$ cat src/rtl/dmac_read_burst_handler.sv
// AXI read-data burst handler for a DMA engine: descriptor FIFO, lane-keep generation,
// single-stage output register and per-burst response reporting.
module dmac_read_burst_handler #(
  parameter int unsigned ADDR_WD       = 32,
  parameter int unsigned DATA_WD       = 32,
  parameter int unsigned CHANNEL_COUNT = 8,
  parameter int unsigned MAX_BURST_LEN = 16,
  parameter int unsigned CMD_DEPTH     = 4,
  localparam int unsigned STRB_WD = DATA_WD / 8,
  localparam int unsigned CH_WD   = (CHANNEL_COUNT > 1) ? $clog2(CHANNEL_COUNT) : 1,
  localparam int unsigned LEN_WD  = $clog2(MAX_BURST_LEN),
  localparam int unsigned OFF_WD  = $clog2(STRB_WD)
) (
  input  logic               clk,
  input  logic               rst,
  input  logic               cmd_valid,
  output logic               cmd_ready,
  input  logic [CH_WD-1:0]   cmd_chan,
  input  logic [LEN_WD-1:0]  cmd_len,
  input  logic [2:0]         cmd_size,
  input  logic [OFF_WD-1:0]  cmd_addr_lo,
  input  logic               cmd_xfer_last,
  input  logic               m_axi_rvalid,
  output logic               m_axi_rready,
  input  logic [DATA_WD-1:0] m_axi_rdata,
  input  logic [1:0]         m_axi_rresp,
  input  logic               m_axi_rlast,
  output logic               data_out_valid,
  input  logic               data_out_ready,
  output logic [DATA_WD-1:0] data_out,
  output logic [STRB_WD-1:0] data_out_keep,
  output logic [CH_WD-1:0]   data_out_chan,
  output logic               data_out_last,
  output logic               data_out_xfer_last,
  output logic               rd_resp_valid,
  output logic [CH_WD-1:0]   rd_resp_chan,
  output logic               rd_resp_err
);

  localparam int unsigned PTR_WD  = $clog2(CMD_DEPTH);
  localparam int unsigned CNT_WD  = PTR_WD + 1;
  localparam int unsigned ENT_WD  = CH_WD + LEN_WD + 3 + OFF_WD + 1;
  localparam int unsigned OFF1_WD = OFF_WD + 1;
  localparam int unsigned KEEP1_WD = STRB_WD + 1;
  localparam logic [CNT_WD-1:0] FULL_CNT = CNT_WD'(CMD_DEPTH);

  localparam logic [0:0] ST_IDLE   = 1'b0;
  localparam logic [0:0] ST_ACTIVE = 1'b1;

  if (ADDR_WD < OFF_WD) begin : g_addr_wd_check
    $error("ADDR_WD must cover the byte-lane offset");
  end

  // Descriptor FIFO
  logic [ENT_WD-1:0] fifo_mem [CMD_DEPTH];
  logic [PTR_WD-1:0] wr_ptr_q, rd_ptr_q;
  logic [CNT_WD-1:0] fifo_cnt_q, fifo_cnt_d;
  logic              fifo_full, push, pop;

  logic [CH_WD-1:0]  h_chan;
  logic [LEN_WD-1:0] h_len;
  logic [2:0]        h_size;
  logic [OFF_WD-1:0] h_lo;
  logic              h_xl;

  logic [0:0]        state_q, state_d;
  logic              beat, final_beat, beat_err;
  logic [LEN_WD-1:0] cnt_q;
  logic [OFF_WD-1:0] off_q, cur_off, next_off;
  logic              err_q;

  logic [OFF1_WD-1:0]  span, base, top;
  logic [KEEP1_WD-1:0] hi_mask, lo_mask;
  logic [STRB_WD-1:0]  keep_d;

  logic               dvalid_q, last_q, xl_q;
  logic [DATA_WD-1:0] data_q;
  logic [STRB_WD-1:0] keep_q;
  logic [CH_WD-1:0]   chan_q, resp_chan_q;
  logic               resp_valid_q, resp_err_q;
  logic               unused_rresp;

  assign unused_rresp = m_axi_rresp[0];

  assign fifo_full = (fifo_cnt_q == FULL_CNT);
  assign cmd_ready = !rst && !fifo_full;
  assign push      = cmd_valid && cmd_ready;
  assign pop       = beat && final_beat;

  assign {h_chan, h_len, h_size, h_lo, h_xl} = fifo_mem[rd_ptr_q];

  always_comb begin
    fifo_cnt_d = fifo_cnt_q;
    if (push && !pop) begin
      fifo_cnt_d = fifo_cnt_q + CNT_WD'(1);
    end else if (!push && pop) begin
      fifo_cnt_d = fifo_cnt_q - CNT_WD'(1);
    end
  end

  always_ff @(posedge clk) begin
    if (push) begin
      fifo_mem[wr_ptr_q] <= {cmd_chan, cmd_len, cmd_size, cmd_addr_lo, cmd_xfer_last};
    end
  end

  always_ff @(posedge clk) begin
    if (rst) begin
      wr_ptr_q   <= '0;
      rd_ptr_q   <= '0;
      fifo_cnt_q <= '0;
      state_q    <= ST_IDLE;
    end else begin
      if (push) wr_ptr_q <= wr_ptr_q + PTR_WD'(1);
      if (pop)  rd_ptr_q <= rd_ptr_q + PTR_WD'(1);
      fifo_cnt_q <= fifo_cnt_d;
      state_q    <= state_d;
    end
  end

  // ACTIVE exactly while a head descriptor is present
  assign state_d = (fifo_cnt_d != '0) ? ST_ACTIVE : ST_IDLE;

  assign m_axi_rready = !rst && (state_q == ST_ACTIVE) && (!dvalid_q || data_out_ready);
  assign beat         = m_axi_rvalid && m_axi_rready;
  assign final_beat   = (cnt_q == h_len);
  assign beat_err     = m_axi_rresp[1] || (m_axi_rlast != final_beat);

  // Lane keep: bytes from the current offset up to the end of the size-aligned window
  always_comb begin
    cur_off  = (cnt_q == '0) ? h_lo : off_q;
    keep_d   = '1;
    next_off = '0;
    span     = '0;
    base     = '0;
    top      = '0;
    hi_mask  = '0;
    lo_mask  = '0;
    if (h_size < 3'(OFF_WD)) begin
      span     = OFF1_WD'(1) << h_size;
      base     = {1'b0, cur_off} & ~(span - OFF1_WD'(1));
      top      = base + span;
      hi_mask  = (KEEP1_WD'(1) << top) - KEEP1_WD'(1);
      lo_mask  = (KEEP1_WD'(1) << cur_off) - KEEP1_WD'(1);
      keep_d   = STRB_WD'(hi_mask & ~lo_mask);
      next_off = OFF_WD'(top);
    end
  end

  always_ff @(posedge clk) begin
    if (rst) begin
      cnt_q        <= '0;
      off_q        <= '0;
      err_q        <= 1'b0;
      dvalid_q     <= 1'b0;
      data_q       <= '0;
      keep_q       <= '0;
      chan_q       <= '0;
      last_q       <= 1'b0;
      xl_q         <= 1'b0;
      resp_valid_q <= 1'b0;
      resp_chan_q  <= '0;
      resp_err_q   <= 1'b0;
    end else begin
      resp_valid_q <= 1'b0;
      if (beat) begin
        dvalid_q <= 1'b1;
        data_q   <= m_axi_rdata;
        keep_q   <= keep_d;
        chan_q   <= h_chan;
        last_q   <= final_beat;
        xl_q     <= final_beat && h_xl;
        off_q    <= next_off;
        if (final_beat) begin
          cnt_q        <= '0;
          err_q        <= 1'b0;
          resp_valid_q <= 1'b1;
          resp_chan_q  <= h_chan;
          resp_err_q   <= err_q || beat_err;
        end else begin
          cnt_q <= cnt_q + LEN_WD'(1);
          err_q <= err_q || beat_err;
        end
      end else if (data_out_ready) begin
        dvalid_q <= 1'b0;
      end
    end
  end

  assign data_out_valid     = dvalid_q;
  assign data_out           = data_q;
  assign data_out_keep      = keep_q;
  assign data_out_chan      = chan_q;
  assign data_out_last      = last_q;
  assign data_out_xfer_last = xl_q;
  assign rd_resp_valid      = resp_valid_q;
  assign rd_resp_chan       = resp_chan_q;
  assign rd_resp_err        = resp_err_q;

endmodule

$ cat config.mk
export PLATFORM = sky130hd
export DESIGN_NAME = dmac_read_burst_handler
export DESIGN_NICKNAME = d
export VERILOG_FILES = /design/src/rtl/dmac_read_burst_handler.sv
export SDC_FILE = /design/constraint.sdc
export NUM_CORES = 1
export LEC_CHECK = 0
export ABC_AREA = 1
export CORE_MARGIN = 5
export CORE_UTILIZATION = 40
export CTS_CLUSTER_DIAMETER = 60
export DETAILED_ROUTE_END_ITERATION = 6
export GPL_TIMING_DRIVEN = 0
export PLACE_DENSITY = 0.74
export SYNTH_ARGS = -nofsm -noshare
export SYNTH_HDL_FRONTEND = slang
export SYNTH_SLANG_ARGS = --single-unit
export TNS_END_PERCENT = 10
$ cat constraint.sdc
create_clock -name clk -period 2.2 [get_ports clk]
set_clock_uncertainty 0.1 [all_clocks]
set_input_delay 0.22 -clock clk [delete_from_list [all_inputs] [get_ports clk]]
set_output_delay 0.22 -clock clk [all_outputs]
set_load 0.02 [all_outputs]
==> results.ini <==
[worst_setup_path]
arrival_ns=2.66
cp_cell_sequence=buf_8 > buf_8 > buf_8 > nand2_1 > nand3_1 > nand2_2 > nor2_4 > nand2_2 > o21ai_4 > ha_4 > nand4_1 > nand2_4 > nand3_4 > ha_4 > inv_1 > nand2_1 > nand3_2 > a21boi_1
path_buf_inv=4
end_kind=register
critPathMaxStageDelay_ns=0.34
cp-start-kind=register
critPathMaxFanout=5
critPathRequiredTime_ns=2.36
worstRegToRegCells=18
critPathTopFamily=simple AND/OR/NAND/NOR gates
slowest_stage=dfxtp_2
cpMostUsedCell=buf_8
r2r_slack_ns=-0.30
reg2reg_to=data_out_keep[2]
worstSetupPathType=register to register

[synthesis]
synthArstFlopShare_pct=0
synthTopCellsByArea=edfxtp_1 (33%), dfxtp_1 (27%), nand2_1 (13%)
syn_area_per_cell_um2=9.25
ys_seq_elements=116
synthAdderAreaFrac_pct=2.91
synth-warning-count=0
yosys.area.top_type_share_pct=33.0
synthXorXnorAreaFrac_pct=0.741
synth_most_common_cell=nand2_1
synth_mux_area_share_pct=0
seq_area_frac_synth_pct=60.1
synth_edf_count=52
synth_nets=575
synth_compound_area_share_pct=5.00
synth_area_um2=4730
synthTopCellsByCount=nand2_1 (165), nand3_1 (69), dfxtp_1 (64)
syn_inst=511
yosysTopAreaCell=edfxtp_1
synth_top_family_by_area=simple AND/OR/NAND/NOR gates
synth_flop_cell=dfxtp_1
synth.distinct_cells=32
synth-simple-area-share_pct=25.2

[routing]
drt_iter0_markers=224
postRouteWirelength_um=13200
via_count=4161
routedWlPerCell_um=16.5
drt_first_pass_iters=5
final_antenna_net_count=0
viasPerCell=5.18
remaining_drc_errors=0

[die]
die_y_um=119
coreArea_um2=11500
start_util_pct=41.1
num_io_pins=102
die_area_um2=14100
rows=39
fp.dieW_um=119

[sta]
final.min_clock_period_ns=2.50
hold_ws_ns=0.257
hold_viol=0
slew_headroom_pct=61.6
worstMarginPinSlew_ns=0.577
fin_ws_ns=-0.296
post-route-period-util_pct=113
maxSlewViolCount=0
setup_viol=4
timing.fmax_mhz=401
rsz0062_at_grt=true

[min_path]
min_from=m_axi_rdata[22]
hp-class=primary input to register
whs_path_depth=3
min_to=data_out[22]

[placed_design]
gp_congestion=0.887
dp_hpwl_um=8300
portBuffers=100
dp.cells=754
pre_cts_ws_ns=-0.695

[final_layout]
utilization_pct=60.5
syn_to_final_growth_pct=47.4
n_antenna_cell=0
final_cells=804
nets=712
fillCellCount=891
drive_above_1_share_pct=17.5

[global_route]
grt_max_degree=18
antenna_found_initial=0
grt_overflow=0
grtUsageTotal_pct=18.2
grt_pass1_wl_um=20400
grt_pass1_vias=4198

[outcome]
outcome=complete, but fails checks
violations=setup timing

[clocking]
clk_path_buf_depth=2
path_clk_slew_ns=0.05
clk_latency_ns=0.41
h-tree-depth=4
cts_tree=built
clock_tree.root_cell=clkbuf_16
cts-hold-fix-buffers=0
clock-sinks=116
numCtsBuffers=17

[pwr]
ir_drop_mv=0.393
p_leak_nw=2.93
swShare_pct=23.1
seqPwrFrac_pct=39.7
pwr-share-clk_pct=47.6
comb_power_share_pct=12.7
internal_power_mw=4.69
p_total_mw=6.10
p_per_area_nw_per_um2=875
switchingPower_mw=1.41

[job]
maxCapViolCount=0

==> layout make-up <==
class	instances	area (µm²)	area share (%)
tap	143	179	2.57
clock inverter	9	150	2.15
clock buffer	23	478	6.86
multi-input combinational	332	1820	26.1
timing repair buffer	120	1190	17.1
sequential	116	2850	40.9
inverter	41	179	2.57
buffer	20	125	1.79
==> power groups by stage <==
stage	clock, mW	sequential, mW	combinational, mW
finish	2.90	2.42	0.778
global route	3.04	2.43	0.838
floorplan	0	2.54	0.256
global placement	0	2.46	0.653
detailed placement	0	2.46	0.671
CTS	2.92	2.42	0.723
==> cell usage in the layout (no fill, tap or decap), types with 3 or more instances in the layout <==
master             n
a22o_1             3
nand2_1          156
nand3_1           64
o21ai_1            3
bufinv_16          4
ha_1               9
buf_2              3
clkbuf_1           8
inv_1             29
edfxtp_1          52
a21oi_1           10
nor2_4             9
inv_2             10
xor2_1             4
nand4_1            3
dfxtp_1           60
clkbuf_8           3
clkdlybuf4s50_1   99
buf_4             18
nand2_4            6
buf_1              6
o22ai_1            4
nand2_2           10
buf_8              3
dfxtp_2            3
clkbuf_16         17
nor2_1            17
nand3_2            6
o21ai_0           12
==> registers in the layout (all words and copies together), names as in the netlist, 2 cells and up, named ones only <==
name,flops
fifo_mem,52
data_out,32
cnt_q,4
data_out_keep,4
data_out_chan,3
fifo_cnt_q,3
rd_resp_chan,3
off_q,2
rd_ptr_q,2
wr_ptr_q,2
==> worst max-delay path by stage <==
stage,startpoint,endpoint,slack (ns),cells after the start
floorplan,fifo_cnt_q[0],fifo_mem[0][0],-0.21,6
global placement,rst,fifo_mem[3][2],-0.71,5
detailed placement,rst,fifo_mem[0][6],-0.70,5
CTS,fifo_cnt_q[0],fifo_mem[2][1],-0.17,6
global route,register,data_out_keep[2],-0.45,19
finish,register,data_out_keep[2],-0.30,18
==> stage by stage <==
stage	area [µm²]	setup TNS, ns
floorplan	4730	-10.97
global placement	5910	-35.98
detailed placement	5910	-37.60
CTS	6760	-8.03
global route	6970	-2.06
finish	6970	-0.693
==> tightest hold or removal path: cells and delay by family <==
kind          cells  cell delay, ns
buf+inv           1            0.39
simple gates      2            0.10
==> per-layer routing <==
| metal | vias up | track usage (%) | wire length, µm |
|---|---|---|---|
| met5 | - | 0 | 0 |
| met4 | 0 | 9.12 | 522 |
| met3 | 48 | 4.78 | 679 |
| met2 | 148 | 31.6 | 6800 |
| met1 | 2008 | 20.6 | 5230 |
| li1 | 1957 | - | - |
==> timing repair <==
action,in CTS,in global routing
gates resized for setup,48,31
buffers inserted,11,9
gates cloned,1,0
setup endpoints to repair,57,71
hold endpoints to repair,0,0
pin swaps,17,19
==> logic make-up after synthesis <==
| group | Yosys count |
|---|---|
| AOI/OAI and AO/OA | 41 |
| xor gates and xnor gates | 4 |
| adders and majority gates | 11 |
| buffers and inverters | 63 |
| DFF | 116 |
| and+or+nand+nor | 276 |
Power figures use the tool's default switching activity.
